File: config.mk
export PLATFORM = sky130hd
export DESIGN_NAME = sfp_rx_drain
export DESIGN_NICKNAME = d
export VERILOG_FILES = /design/src/rtl/sfp_rx_drain.sv
export SDC_FILE = /design/constraint.sdc
export NUM_CORES = 1
export LEC_CHECK = 0
export CORE_UTILIZATION = 50
export CTS_CLUSTER_DIAMETER = 200
export DETAILED_ROUTE_END_ITERATION = 10
export GPL_TIMING_DRIVEN = 1
export PLACE_DENSITY = 0.81
export SYNTH_ARGS = -nofsm -noshare
export SYNTH_HDL_FRONTEND = slang
export SYNTH_SLANG_ARGS = --single-unit
File: constraint.sdc
create_clock -name ap_clk -period 5.4 [get_ports ap_clk]
set_input_delay 0.81 -clock ap_clk [delete_from_list [all_inputs] [get_ports ap_clk]]
set_output_delay 0.81 -clock ap_clk [all_outputs]
set_load 0.05 [all_outputs]
File: src/rtl/sfp_rx_drain.sv
// SFP receive-path drain: strobes words out of the kernel receive queue,
// splits each frame into header + payload, and streams payload words out
// through a credit-limited first-word-fall-through FIFO.
module sfp_rx_drain #(
  parameter int unsigned RD_LAT     = 1,
  parameter int unsigned FIFO_DEPTH = 8,
  parameter int unsigned MAX_LEN    = 256
) (
  input  logic        ap_clk,
  input  logic        ap_rst_n,
  input  logic        rece_qune,
  output logic        send_start,
  input  logic [63:0] sfp_rd_data,
  output logic        m_tvalid,
  output logic [63:0] m_tdata,
  output logic        m_tlast,
  input  logic        m_tready,
  output logic        busy,
  output logic [31:0] frame_cnt,
  output logic [15:0] err_cnt
);

  localparam int unsigned AW = $clog2(FIFO_DEPTH);
  localparam int unsigned CW = $clog2(FIFO_DEPTH + RD_LAT + 1) + 1;
  localparam logic [CW:0]   DEPTH_C   = (CW + 1)'(FIFO_DEPTH);
  localparam logic [15:0]   MAX_LEN_C = 16'(MAX_LEN);
  localparam logic [AW-1:0] PTR_ONE   = {{(AW - 1){1'b0}}, 1'b1};
  localparam logic [CW-1:0] CNT_ONE   = {{(CW - 1){1'b0}}, 1'b1};

  typedef enum logic [1:0] {
    IDLE,
    HDR_WAIT,
    PAYLOAD
  } state_t;

  // Per-strobe tag carried alongside the read latency.
  typedef struct packed {
    logic vld;
    logic hdr;
    logic last;
    logic disc;
  } tag_t;

  state_t        state_q, state_d;
  logic [15:0]   remaining_q, remaining_d;
  logic          discard_q, discard_d;
  logic [CW-1:0] inflight_q, inflight_d;
  tag_t          strobe_q, strobe_d;
  tag_t          pipe_q [RD_LAT];
  logic [15:0]   err_cnt_q, err_cnt_d;
  logic [31:0]   frame_cnt_q, frame_cnt_d;

  logic [64:0]   mem_q [FIFO_DEPTH];
  logic [AW-1:0] wr_ptr_q, rd_ptr_q;
  logic [CW-1:0] fifo_cnt_q, fifo_cnt_d;

  tag_t          ret;
  logic          ret_hdr, ret_pay, push, pop, credit_ok, err_hit;
  logic [15:0]   hdr_len;
  logic          len_zero, len_big;
  logic [64:0]   head;

  assign ret       = pipe_q[RD_LAT-1];
  assign ret_hdr   = ret.vld & ret.hdr;
  assign ret_pay   = ret.vld & ~ret.hdr;
  assign push      = ret_pay & ~ret.disc;
  assign pop       = m_tvalid & m_tready;
  assign hdr_len   = sfp_rd_data[15:0];
  assign len_zero  = (hdr_len == 16'd0);
  assign len_big   = (hdr_len > MAX_LEN_C);
  assign credit_ok = ({1'b0, fifo_cnt_q} + {1'b0, inflight_q}) < DEPTH_C;

  assign head       = mem_q[rd_ptr_q];
  assign m_tvalid   = (fifo_cnt_q != '0);
  assign m_tdata    = m_tvalid ? head[63:0] : '0;
  assign m_tlast    = m_tvalid & head[64];
  assign send_start = strobe_q.vld;
  assign busy       = (state_q != IDLE);
  assign frame_cnt  = frame_cnt_q;
  assign err_cnt    = err_cnt_q;

  // Next-state, strobe issue and header parsing. The first payload strobe is
  // issued on the same edge the header returns so spacing is RD_LAT+1.
  always_comb begin
    state_d     = state_q;
    remaining_d = remaining_q;
    discard_d   = discard_q;
    strobe_d    = '0;
    err_hit     = 1'b0;
    unique case (state_q)
      IDLE: begin
        if (rece_qune) begin
          strobe_d.vld = 1'b1;
          strobe_d.hdr = 1'b1;
          state_d      = HDR_WAIT;
        end
      end
      HDR_WAIT: begin
        if (ret_hdr) begin
          if (len_zero) begin
            err_hit   = 1'b1;
            discard_d = 1'b1;
            state_d   = IDLE;
          end else begin
            err_hit     = len_big;
            discard_d   = len_big;
            state_d     = PAYLOAD;
            remaining_d = hdr_len;
            if (len_big || credit_ok) begin
              strobe_d.vld  = 1'b1;
              strobe_d.last = (hdr_len == 16'd1);
              strobe_d.disc = len_big;
              remaining_d   = hdr_len - 16'd1;
            end
          end
        end
      end
      PAYLOAD: begin
        if (remaining_q != 16'd0) begin
          if (discard_q || credit_ok) begin
            strobe_d.vld  = 1'b1;
            strobe_d.last = (remaining_q == 16'd1);
            strobe_d.disc = discard_q;
            remaining_d   = remaining_q - 16'd1;
          end
        end else if (inflight_q == {{(CW - 1){1'b0}}, ret_pay}) begin
          // Leave as the final return lands so IDLE can sample next cycle.
          state_d = IDLE;
        end
      end
      default: state_d = IDLE;
    endcase
  end

  // Counter next values: payload in flight, FIFO occupancy, statistics.
  always_comb begin
    inflight_d = inflight_q;
    if ((strobe_d.vld & ~strobe_d.hdr) && !ret_pay) begin
      inflight_d = inflight_q + CNT_ONE;
    end else if (!(strobe_d.vld & ~strobe_d.hdr) && ret_pay) begin
      inflight_d = inflight_q - CNT_ONE;
    end
    fifo_cnt_d = fifo_cnt_q;
    if (push && !pop) begin
      fifo_cnt_d = fifo_cnt_q + CNT_ONE;
    end else if (pop && !push) begin
      fifo_cnt_d = fifo_cnt_q - CNT_ONE;
    end
    err_cnt_d   = (err_hit && (err_cnt_q != '1)) ? err_cnt_q + 16'd1 : err_cnt_q;
    frame_cnt_d = (pop && m_tlast) ? frame_cnt_q + 32'd1 : frame_cnt_q;
  end

  // Control state, strobe tag pipeline and counters.
  always_ff @(posedge ap_clk or negedge ap_rst_n) begin
    if (!ap_rst_n) begin
      state_q     <= IDLE;
      remaining_q <= '0;
      discard_q   <= 1'b0;
      inflight_q  <= '0;
      strobe_q    <= '0;
      for (int unsigned i = 0; i < RD_LAT; i++) begin
        pipe_q[i] <= '0;
      end
      err_cnt_q   <= '0;
      frame_cnt_q <= '0;
      fifo_cnt_q  <= '0;
      wr_ptr_q    <= '0;
      rd_ptr_q    <= '0;
    end else begin
      state_q     <= state_d;
      remaining_q <= remaining_d;
      discard_q   <= discard_d;
      inflight_q  <= inflight_d;
      strobe_q    <= strobe_d;
      pipe_q[0]   <= strobe_q;
      for (int unsigned i = 1; i < RD_LAT; i++) begin
        pipe_q[i] <= pipe_q[i-1];
      end
      err_cnt_q   <= err_cnt_d;
      frame_cnt_q <= frame_cnt_d;
      fifo_cnt_q  <= fifo_cnt_d;
      if (push) wr_ptr_q <= wr_ptr_q + PTR_ONE;
      if (pop)  rd_ptr_q <= rd_ptr_q + PTR_ONE;
    end
  end

  // FIFO storage; contents are qualified by the occupancy count.
  always_ff @(posedge ap_clk) begin
    if (push) mem_q[wr_ptr_q] <= {ret.last, sfp_rd_data};
  end

  fifo_no_overflow_a: assert property (@(posedge ap_clk) disable iff (!ap_rst_n)
    !(push && ({1'b0, fifo_cnt_q} == DEPTH_C)));

endmodule

# After elaboration in Yosys (flattened, before gate mapping)
# Memories as Yosys holds them, arrays and structs flattened.
# Cells that the tools add are included.
[classes]
add_sub_neg = 11
shift = 0
n_eq_ne = 13
div = 0
bitwise_logic = 9
n_mul = 0
mux = 36
reduce_logical = 23
order_cmp = 2
[op_table]
columns = ["cell", "n"]
rows = [
  ["16-bit 2-to-1 mux", 5],
  ["64-bit 2-to-1 mux", 1],
  ["32-bit by 1-bit adder with 32-bit output, second input constant", 1],
  ["16-bit by 1-bit equality test with 1-bit output, second input constant", 2],
  ["16-bit case mux with 2 select lines", 1],
  ["16-bit by 1-bit subtractor with 16-bit output, second input constant", 2],
  ["2-bit 2-to-1 mux", 11],
  ["5-bit 2-to-1 mux", 4],
  ["16-bit by 1-bit adder with 16-bit output, second input constant", 1],
  ["16-bit by 9-bit > comparator with 1-bit output, second input constant", 1],
  ["16-bit zero test", 1],
  ["16-bit != test, second input constant", 1],
  ["16-bit nonzero test", 1],
  ["2-bit != test, second input constant", 7],
  ["1-bit 2-to-1 mux", 11],
  ["5-bit by 1-bit adder with 5-bit output, second input constant", 2],
  ["5-bit by 1-bit subtractor with 5-bit output, second input constant", 2],
  ["2-bit nonzero test", 4],
  ["3-bit by 1-bit adder with 3-bit output, second input constant", 2],
  ["5-bit by 5-bit adder with 6-bit output", 1],
  ["1-bit bitwise AND", 6],
  ["1-bit logical AND", 6],
  ["6-bit by 4-bit less-than comparator with 1-bit output, second input constant", 1],
  ["2-bit case mux with 3 select lines", 1],
  ["13 further kinds", 19],
]
[word_totals]
mem_bits_rw = 520
latchBits = 0
rom_bits = 0
reg_bits = 91
memories = 1
output_inout_bits = 116
wordCells = 112
[memory_table]
columns = ["memory", "depth", "width", "rd", "rd_ports_with_merged_regs", "wr", "line", "text"]
rows = [
  ["mem_q", 8, 65, 1, 0, 1, "53", "logic [64:0] mem_q [FIFO_DEPTH];"],
]

# Logic depth before layout (Yosys ltp)
[logic_depth]
depth_word = 12
mapped_depth = 16
ltp_nobuf = 16

# Worst setup path after synthesis
# OpenSTA, ideal clock, no wires.
[synth_timing]
kind = "register to register"
start = "reg pipe_q[2] (netlist bit)"
end = "mem mem_q[0][0], enable pin"
arrival_ns = 5.383
stages_incl_launch_ff = 4
n_path_buf = 0
required_ns = 4.832
slack_ns = -0.551
cell_sequence = "dfrtp_1 nand2b_1 or3_1 nor3_1"
[synth_via]
elab_chain_cells = 5
[synth_lines]
columns = ["item", "line", "text"]
rows = [
  ["start, declared", "49", "tag_t pipe_q [RD_LAT];"],
  ["start signal, assigned by index", "177", "pipe_q[i] <= pipe_q[i-1];"],
  ["1-bit NOT", "65", "assign ret_pay = ret.vld & ~ret.hdr;"],
  ["1-bit bitwise AND", "65", ""],
  ["1-bit bitwise AND", "66", "assign push = ret_pay & ~ret.disc;"],
  ["1-bit 2-to-1 mux", "189", "if (push) mem_q[wr_ptr_q] <= {ret.last, sfp_rd_data};"],
  ["1-bit 2-to-1 mux (not written as such)", "189", ""],
  ["end, declared", "53", ""],
]
# No other way between the ends.

# Worst setup path in the final report
[layout_timing]
start = "reg rd_ptr_q[0]"
end = "out m_tdata[6]"
[layout_via]
elab_chain_cells = 2
[layout_lines]
columns = ["item", "line", "text"]
rows = [
  ["start, declared", "54", "logic [AW-1:0] wr_ptr_q, rd_ptr_q;"],
  ["start signal, assigned", "183", "if (pop) rd_ptr_q <= rd_ptr_q + PTR_ONE;"],
  ["memory 8 x 65 bit", "n/a", ""],
  ["64-bit 2-to-1 mux", "75", "assign m_tdata = m_tvalid ? head[63:0] : '0;"],
  ["end, declared", "15", "output logic [63:0] m_tdata,"],
]
# No other way between the ends.

==> flow_summary_export.csv <==
group,metric,value,unit
timing,relSlewSlack,0.162,
layout,final_common_cell,"edfxtp_1",
route,drt_iter0_markers,1009,
cts,cts-root-buf,"clkbuf_16",
timing,hold_viol_final,0,
job,cap_violations,0,
floorplan,die_y,225,um
min_path,hold_class,"input pin to asynchronous set/reset pin",
worst_setup_path,r2r-start,"fifo_cnt_q[1]",
timing,worst_pin_slew,1.26,ns
yosys,synth_edf_count,520,
route,wl_met1,21700,um
cts,hold_buffers,0,
cts,cts_tree,"built",
worst_setup_path,cp-start-kind,"flop",
floorplan,core_area,0.0490,mm2
place,dpl_cell_area,0.0276,mm2
yosys,synth_area_leader_cell,"edfxtp_1",
timing,fmax,223,MHz
global_routing,overflow,0,
route,drt-wirelength-per-cell,23.3,um
cts,clk_latency,0.62,ns
place,place_hpwl,31100,um
worst_setup_path,arrival,3.67,ns
floorplan,start_util,0.507,
layout,mostFrequentLayoutCells,"edfxtp_1, clkdlybuf4s50_1, mux4_2",
route,drc_errors,0,
layout,multi_input_area,0.00669,mm2
worst_setup_path,crit_fanout,32,
layout,area_growth,18.8,%
layout,final-seq-area,0.0179,mm2
yosys,synthTopCellsByArea,"edfxtp_1, mux4_2, dfrtp_1",
route,wl_met3,3150,um
timing,fin_crit_sh,0.829,
power_and_ir_drop,powerDensity,572,mW/mm2
route,dr_total_vias,13200,
cts,cts-buffers-inserted,60,
floorplan,die_area,0.0505,mm2
power_and_ir_drop,vdd_drop_max,0.394,mV
layout,nNetsFinal,1663,
timing,period_minus_slack,4.48,ns
cts,clkSinkCount,611,
floorplan,dieWidth,225,um
cts,cts_resized,0,
yosys,synth-main-ff-cell,"edfxtp_1",
global_routing,grtUsageTotal,0.216,
global_routing,antenna_found_initial,1,
cts,post_cts_buffers,0,
layout,diodes,0,
route,via_per_inst,5.79,
layout,drive_above_1_share,0.170,
route,wl_met2,27100,um
route,dr.max_layer_used,"met5",
route,drt-pass1-iter-count,5,
yosys,yosysSeqAreaShare,0.721,
global_routing,grt_max_degree,66,
layout,post-route-util,0.602,
worst_setup_path,crit_required,4.59,ns
timing,rsz0062_at_grt,"false",
cts,clock_path_buffers,3,
floorplan,rows,81,
timing,finalSetupTns,0,ns
yosys,syn_inst,1357,
power_and_ir_drop,p_leak,0.0101,uW
route,antenna_left,0,
layout,fin_area,0.0295,mm2
global_routing,grt_pass1_wl,81900,um
timing,clock_skew,0.0284,ns
power_and_ir_drop,total_power,16900,uW
place,portBuffers,183,
yosys,synth_top_area_share,0.629,
place,place_congestion,0.848,
route,routed_wl,53100,um
yosys,synth_nets,1452,
worst_setup_path,cp-end-kind,"output port",
yosys,yosysWarnings,0,
timing,finalSetupViolations,0,
worst_setup_path,startpoint,"rd_ptr_q[0]",
yosys,synth-seq-cells,611,
yosys,synth_cell_type_count,64,
timing,finalMaxSlewViolations,0,
worst_setup_path,worstSetupPathType,"flop to output port",
cts,clkTransAtPathRegs,0.06,ns
cts,htree_levels,2,
layout,n_fill_cell,3484,
global_routing,grt_pass1_vias,13800,
yosys,syn_area,0.0248,mm2
floorplan,io_pins,184,
yosys,postSynthAreaPerCell,18.3,um2
yosys,async_flop_share,0.149,
timing,holdWs,0.293,ns
outcome,outcome,"completed",
logic make-up (layout without fill, tap and decap cells):
family                   count (synthesis)  in the layout  share of synthesized area
multiplexers                           204            204                      0.148
AO/OA/AOI/OAI                           83             83                     0.0222
adder cells (fa/ha/maj)                 27             27                     0.0142
AND/OR/NAND/NOR                        287            287                     0.0577
XOR/XNOR                                69             69                     0.0243
flip-flops                             611            611                      0.721
buffers and inverters                   76            333                     0.0124
per-stage QoR:
| stage | worst slack (ns) | std cells |
|---|---|---|
| after floorplan | 1.19 | 1357 |
| after CTS | 0.838 | 2278 |
| after detailed placement | 0.725 | 2170 |
| after global routing | 0.749 | 2278 |
| final | 0.923 | 2278 |
| after global placement | 0.844 | 2170 |
area by class of cell:
class | instances | area share
flip-flops and latches | 611 | 0.607
multi-input cells | 670 | 0.227
inverters | 17 | 0.00216
clock buffers | 75 | 0.0542
well taps | 664 | 0.0282
repair buffers | 208 | 0.0709
clock inverters | 33 | 0.0104
synthesized netlist by cell type (all sizes together) (2+ instances only):
| cell type | number |
|---|---|
| xor2 | 23 |
| and3 | 13 |
| o21ai | 20 |
| o211ai | 3 |
| and2 | 7 |
| ha | 25 |
| nor2 | 101 |
| mux4 | 130 |
| nand3 | 28 |
| nor4 | 9 |
| nor2b | 2 |
| a31oi | 2 |
| nand4 | 15 |
| fa | 2 |
| mux2 | 8 |
| or4 | 5 |
| a221oi | 2 |
| mux2i | 66 |
| nand2 | 59 |
| nor3b | 3 |
| a211oi | 5 |
| and4 | 8 |
| edfxtp | 520 |
| clkbuf | 37 |
| nand2b | 5 |
| buf | 22 |
| xnor2 | 46 |
| o22ai | 2 |
| a21oi | 21 |
| inv | 17 |
| a21o | 6 |
| dfrtp | 91 |
| or3 | 7 |
| o221ai | 5 |
| o31a | 3 |
| nor3 | 21 |
per-layer routing:
metal,up-vias,track usage
li1,5808,-
met1,6859,0.292
met5,-,0
met4,2,0.0582
met2,444,0.363
met3,88,0.0391
state kept, by name, indices dropped and copies added (netlist names):
| name | cells |
|---|---|
| mem_q | 520 |
| frame_cnt | 32 |
| err_cnt | 16 |
| remaining_q | 16 |
| fifo_cnt_q | 5 |
| inflight_q | 5 |
| pipe_q | 4 |
| rd_ptr_q | 3 |
| strobe_q | 3 |
| wr_ptr_q | 3 |
| state_q | 2 |
| discard_q | 1 |
| send_start | 1 |
worst max-delay path, cell delays in order, from the launching register on:
cell and delay (ns):
dfrtp_4 0.87, buf_4 0.42, mux4_2 0.56, mux2i_1 0.21
nor2_1 0.09, clkdlybuf4s50_1 0.85
path summary, 6_finish.rpt:
path                            depth (start not counted)  slack, ns       endpoint
max in group asynchronous                               2       4.18     state_q[1]
worst max-delay path                                    5       0.92     m_tdata[6]
worst min register to register                          0       0.35      pipe_q[2]
worst max register to register                         13       1.64  fifo_cnt_q[4]
min in group ap_clk                                     0       0.35      pipe_q[2]
worst min-delay path                                    1       0.29  frame_cnt[23]
power by group:
| part | switching (uW) | internal [uW] |
|---|---|---|
| sequential | 599 | 5750 |
| clock | 1720 | 2330 |
| combinational | 3890 | 2590 |
| total | 6210 | 10700 |
(Power assumes the default switching activity.)
